<file path="src/rtl/enc8to3_scan.sv">
// enc8to3_scan: sequential 8-to-3 encoder. Accepts a (multi-hot) request vector over a
// valid/ready handshake and emits the 3-bit index of every set bit, one per out handshake,
// in priority order selected by LSB_FIRST.
module enc8to3_scan #(
  parameter bit LSB_FIRST = 1'b1
) (
  input  logic       clk,
  input  logic       rst,
  input  logic [7:0] in,
  input  logic       in_valid,
  output logic       in_ready,
  output logic [2:0] out,
  output logic       out_valid,
  input  logic       out_ready,
  output logic       out_last,
  output logic       zero_flag
);

  typedef enum logic {StIdle, StEmit} state_t;

  state_t     state;
  logic [7:0] pending;
  logic [2:0] head_idx;
  logic       head_last;
  logic       out_fire;
  logic       in_fire;

  // Index of the highest-priority set bit; the last match in the loop wins.
  function automatic logic [2:0] pick(input logic [7:0] v);
    logic [2:0] idx;
    idx = 3'd0;
    if (LSB_FIRST) begin
      for (int i = 7; i >= 0; i--) begin
        if (v[i]) idx = 3'(i);
      end
    end else begin
      for (int i = 0; i < 8; i++) begin
        if (v[i]) idx = 3'(i);
      end
    end
    return idx;
  endfunction

  // Outputs are a pure decode of the state and pending registers.
  always_comb begin
    head_idx  = pick(pending);
    // Exactly one bit set: non-zero and clearing the lowest set bit leaves nothing.
    head_last = (pending != 8'd0) && ((pending & (pending - 8'd1)) == 8'd0);
    in_ready  = (state == StIdle);
    out_valid = (state == StEmit);
    out       = (state == StEmit) ? head_idx : 3'd0;
    out_last  = (state == StEmit) && head_last;
    in_fire   = in_valid && in_ready;
    out_fire  = out_valid && out_ready;
  end

  // FSM, pending vector and zero-vector pulse.
  always_ff @(posedge clk or posedge rst) begin
    if (rst) begin
      state     <= StIdle;
      pending   <= 8'd0;
      zero_flag <= 1'b0;
    end else begin
      zero_flag <= in_fire && (in == 8'd0);
      unique case (state)
        StIdle: begin
          if (in_fire && (in != 8'd0)) begin
            pending <= in;
            state   <= StEmit;
          end
        end
        StEmit: begin
          if (out_fire) begin
            // Only the presented bit is retired, so nothing is skipped or repeated.
            pending <= pending & ~(8'd1 << head_idx);
            if (head_last) state <= StIdle;
          end
        end
        default: begin
          state   <= StIdle;
          pending <= 8'd0;
        end
      endcase
    end
  end

endmodule

</file>
<file path="config.mk">
export PLATFORM = sky130hd
export DESIGN_NAME = enc8to3_scan
export DESIGN_NICKNAME = d
export VERILOG_FILES = /design/src/rtl/enc8to3_scan.sv
export SDC_FILE = /design/constraint.sdc
export NUM_CORES = 1
export LEC_CHECK = 0
export CORE_AREA = 8 8 48 50
export DETAILED_ROUTE_END_ITERATION = 10
export DIE_AREA = 0 0 56 58
export HOLD_SLACK_MARGIN = 0.05
export PLACE_DENSITY = 0.8
export SLEW_MARGIN = 10
export SYNTH_ARGS = -nofsm -noshare
export SYNTH_HDL_FRONTEND = slang
export SYNTH_SLANG_ARGS = --single-unit
</file>
<file path="constraint.sdc">
create_clock -name clk -period 4 [get_ports clk]
set_input_delay 1.2 -clock clk [delete_from_list [all_inputs] [get_ports clk]]
set_output_delay 1.2 -clock clk [all_outputs]
set_load 0.02 [all_outputs]
</file>
==> results.cfg <==
[run_status]
outcome = finished clean

[placed_design]
port-buffer-count = 18
place_congestion = 0.970
place_hpwl_um = 1610

[sta]
min_period_ns = 3.73
worst_pin_slew_ns = 0.464
setup_viol = 0
slew_headroom_pct = 68.8
drv_slew = 0
tns_ns = 0
rsz0062_at_grt = no
timing.fmax_mhz = 268
period_share_pct = 93.2
hold_violations = 0
skew_ns = 0.00470

[clock_network]
cts_tree = done
cts_hold_buf = 0
cts_made_buffers = 3
insertion_delay_ns = 0.27
clk_path_buf_depth = 2
cts_sinks = 10
cts_root_buffer = clkbuf_4
cts_max_level = 1
clkTransAtPathRegs_ns = 0.06

[worst_setup_path]
cp-end-kind = output port
path_class = reg2out
slowest_stage = clkdlybuf4s50_1
cp_max_fo = 12
critPathRequiredTime_ns = 2.80
path_common_cell = nor2_1
critical_path.top_delay_family = simple AND/OR/NAND/NOR gates
path_cells = nor4_4 -> a31oi_1 -> a311oi_1 -> nor2_1 -> nor2_1 -> clkdlybuf4s50_1
critPathArrivalTime_ns = 2.53
crit_path_max_incr_delay_ns = 0.62
worst-path-buf-inv = 1
cp-start-kind = register

[synth]
synth_seq_area_share_pct = 32.4
synthTopCellsByCount = 10 x dfrtp_1, 9 x inv_1, 7 x nand2_1
ys_warn_count = 0
avgSynthCellArea_um2 = 8.59
netlist_area_um2 = 773
synthCells = 90
yosysTopAreaCellShare_pct = 32.4
synth.area.top_cells = dfrtp_1 32%, a22o_1 4.5%, inv_1 4.4%
yosysTopAreaCell = dfrtp_1
synth-seq-cells = 10
postSynth.asyncResetShare_pct = 100
synth_fp_nets = 102
yosys.cell_types.count = 35
yosysMostFrequentCell = dfrtp_1
synth_edf_count = 0
synth-main-ff-cell = dfrtp_1

[route]
post_drt_wl_per_cell_um = 17.6
remaining_drc_errors = 0
ant_nets = 0
drt_first_pass_iters = 4
wirelength_um = 2130
vias_per_cell = 6.29
drt_iter0_drc = 27
vias = 761

[power]
power_leakage_nw = 0.415
total_power_mw = 0.872
vdd_drop_max_mv = 0.545
p_per_area_nw_per_um2 = 909

[global_route]
grtUsageTotal_pct = 13.7
grt_max_degree = 13
antenna_found_initial = 0
grt_pass1_wl_um = 3600
grt_overflow = 0
first_global_vias = 753

[run]
maxCapViolations = 0

[floorplanning]
dieArea_um2 = 3250
core-area_um2 = 1610
placementRows = 15
start_util_pct = 47.9
die-height_um = 58
die_w_um = 56
ios = 19

[final_layout]
area_growth_pct = 24.1
diodes = 0
drive_above_1_share_pct = 9.62
layout.nets = 118

[worst_hold_path]
min_path_type = reg2reg
## registers in the layout, summed over array words and instances (netlist names)
register   count
pending        8
zero_flag      1
out_valid      1
## per-stage QoR
step	setup slack [ns]	util (%)	instance area [um2]	hold slack, ns	cells
floorplan	1.10	-	773	0.597	90
global placement	0.566	57.5	928	0.678	118
detailed placement	0.506	57.5	928	0.697	118
CTS	0.175	58.9	951	0.718	121
global route	0.113	59.5	960	0.758	121
finish	0.270	59.5	960	0.719	121
## final cells by class
class,count,area [um2]
Fill cell,141,654
Multi-Input combinational cell,64,452
Sequential cell,10,250
Timing Repair Buffer,18,180
Inverter,9,33.8
Clock buffer,3,22.5
Tap cell,17,21.3
## cell families after synthesis
logic type      synth area share, %
buf+inv                        10.4
xor+xnor                       3.40
simple gates                   22.8
compound gates                 31.1
flops                          32.4
## timing repair
item	4_1_cts	5_1_grt
setup buffers	0	0
resized for setup	0	1
setup endpoints to repair	0	1
## final timing paths
| path | to | slack [ns] | depth (start not counted) | start |
|---|---|---|---|---|
| max | out_last | 0.27 | 6 | pending[4] |
| min | pending[2] | 0.72 | 1 | pending[2] |
| min reg2reg | pending[2] | 0.72 | 1 | pending[2] |
| max in group asynchronous | pending[0] | 2.50 | 2 | rst |
| max reg2reg | pending[4] | 1.92 | 5 | out_valid |
| min in group asynchronous | pending[3] | 1.21 | 2 | rst |
## power breakdown
part | total (mW) | internal [mW] | switching, mW
Sequential | 0.271 | 0.145 | 0.126
Clock | 0.0684 | 0.0347 | 0.0336
Combinational | 0.533 | 0.257 | 0.276
Total | 0.872 | 0.436 | 0.436
## cells in the final DEF (no fill, tap or decap), drive strengths merged, types with 4 or more instances in the layout
master / instances
clkdlybuf4s50: 18
dfrtp: 10
inv: 9
nand2: 7
nor2: 6
o21ai: 5
a21o: 4
a22o: 4
o211ai: 4
nor4: 4
## per-layer routing
metal / track usage [%] / vias up / part of all wire (%)
met4: 6.53 / 0 / 1.3
li1: - / 359 / -
met1: 15.9 / 367 / 41
met2: 22.7 / 33 / 52
met3: 3.93 / 2 / 5.9
met5: 0 / - / 0
(Power assumes the default switching activity.)
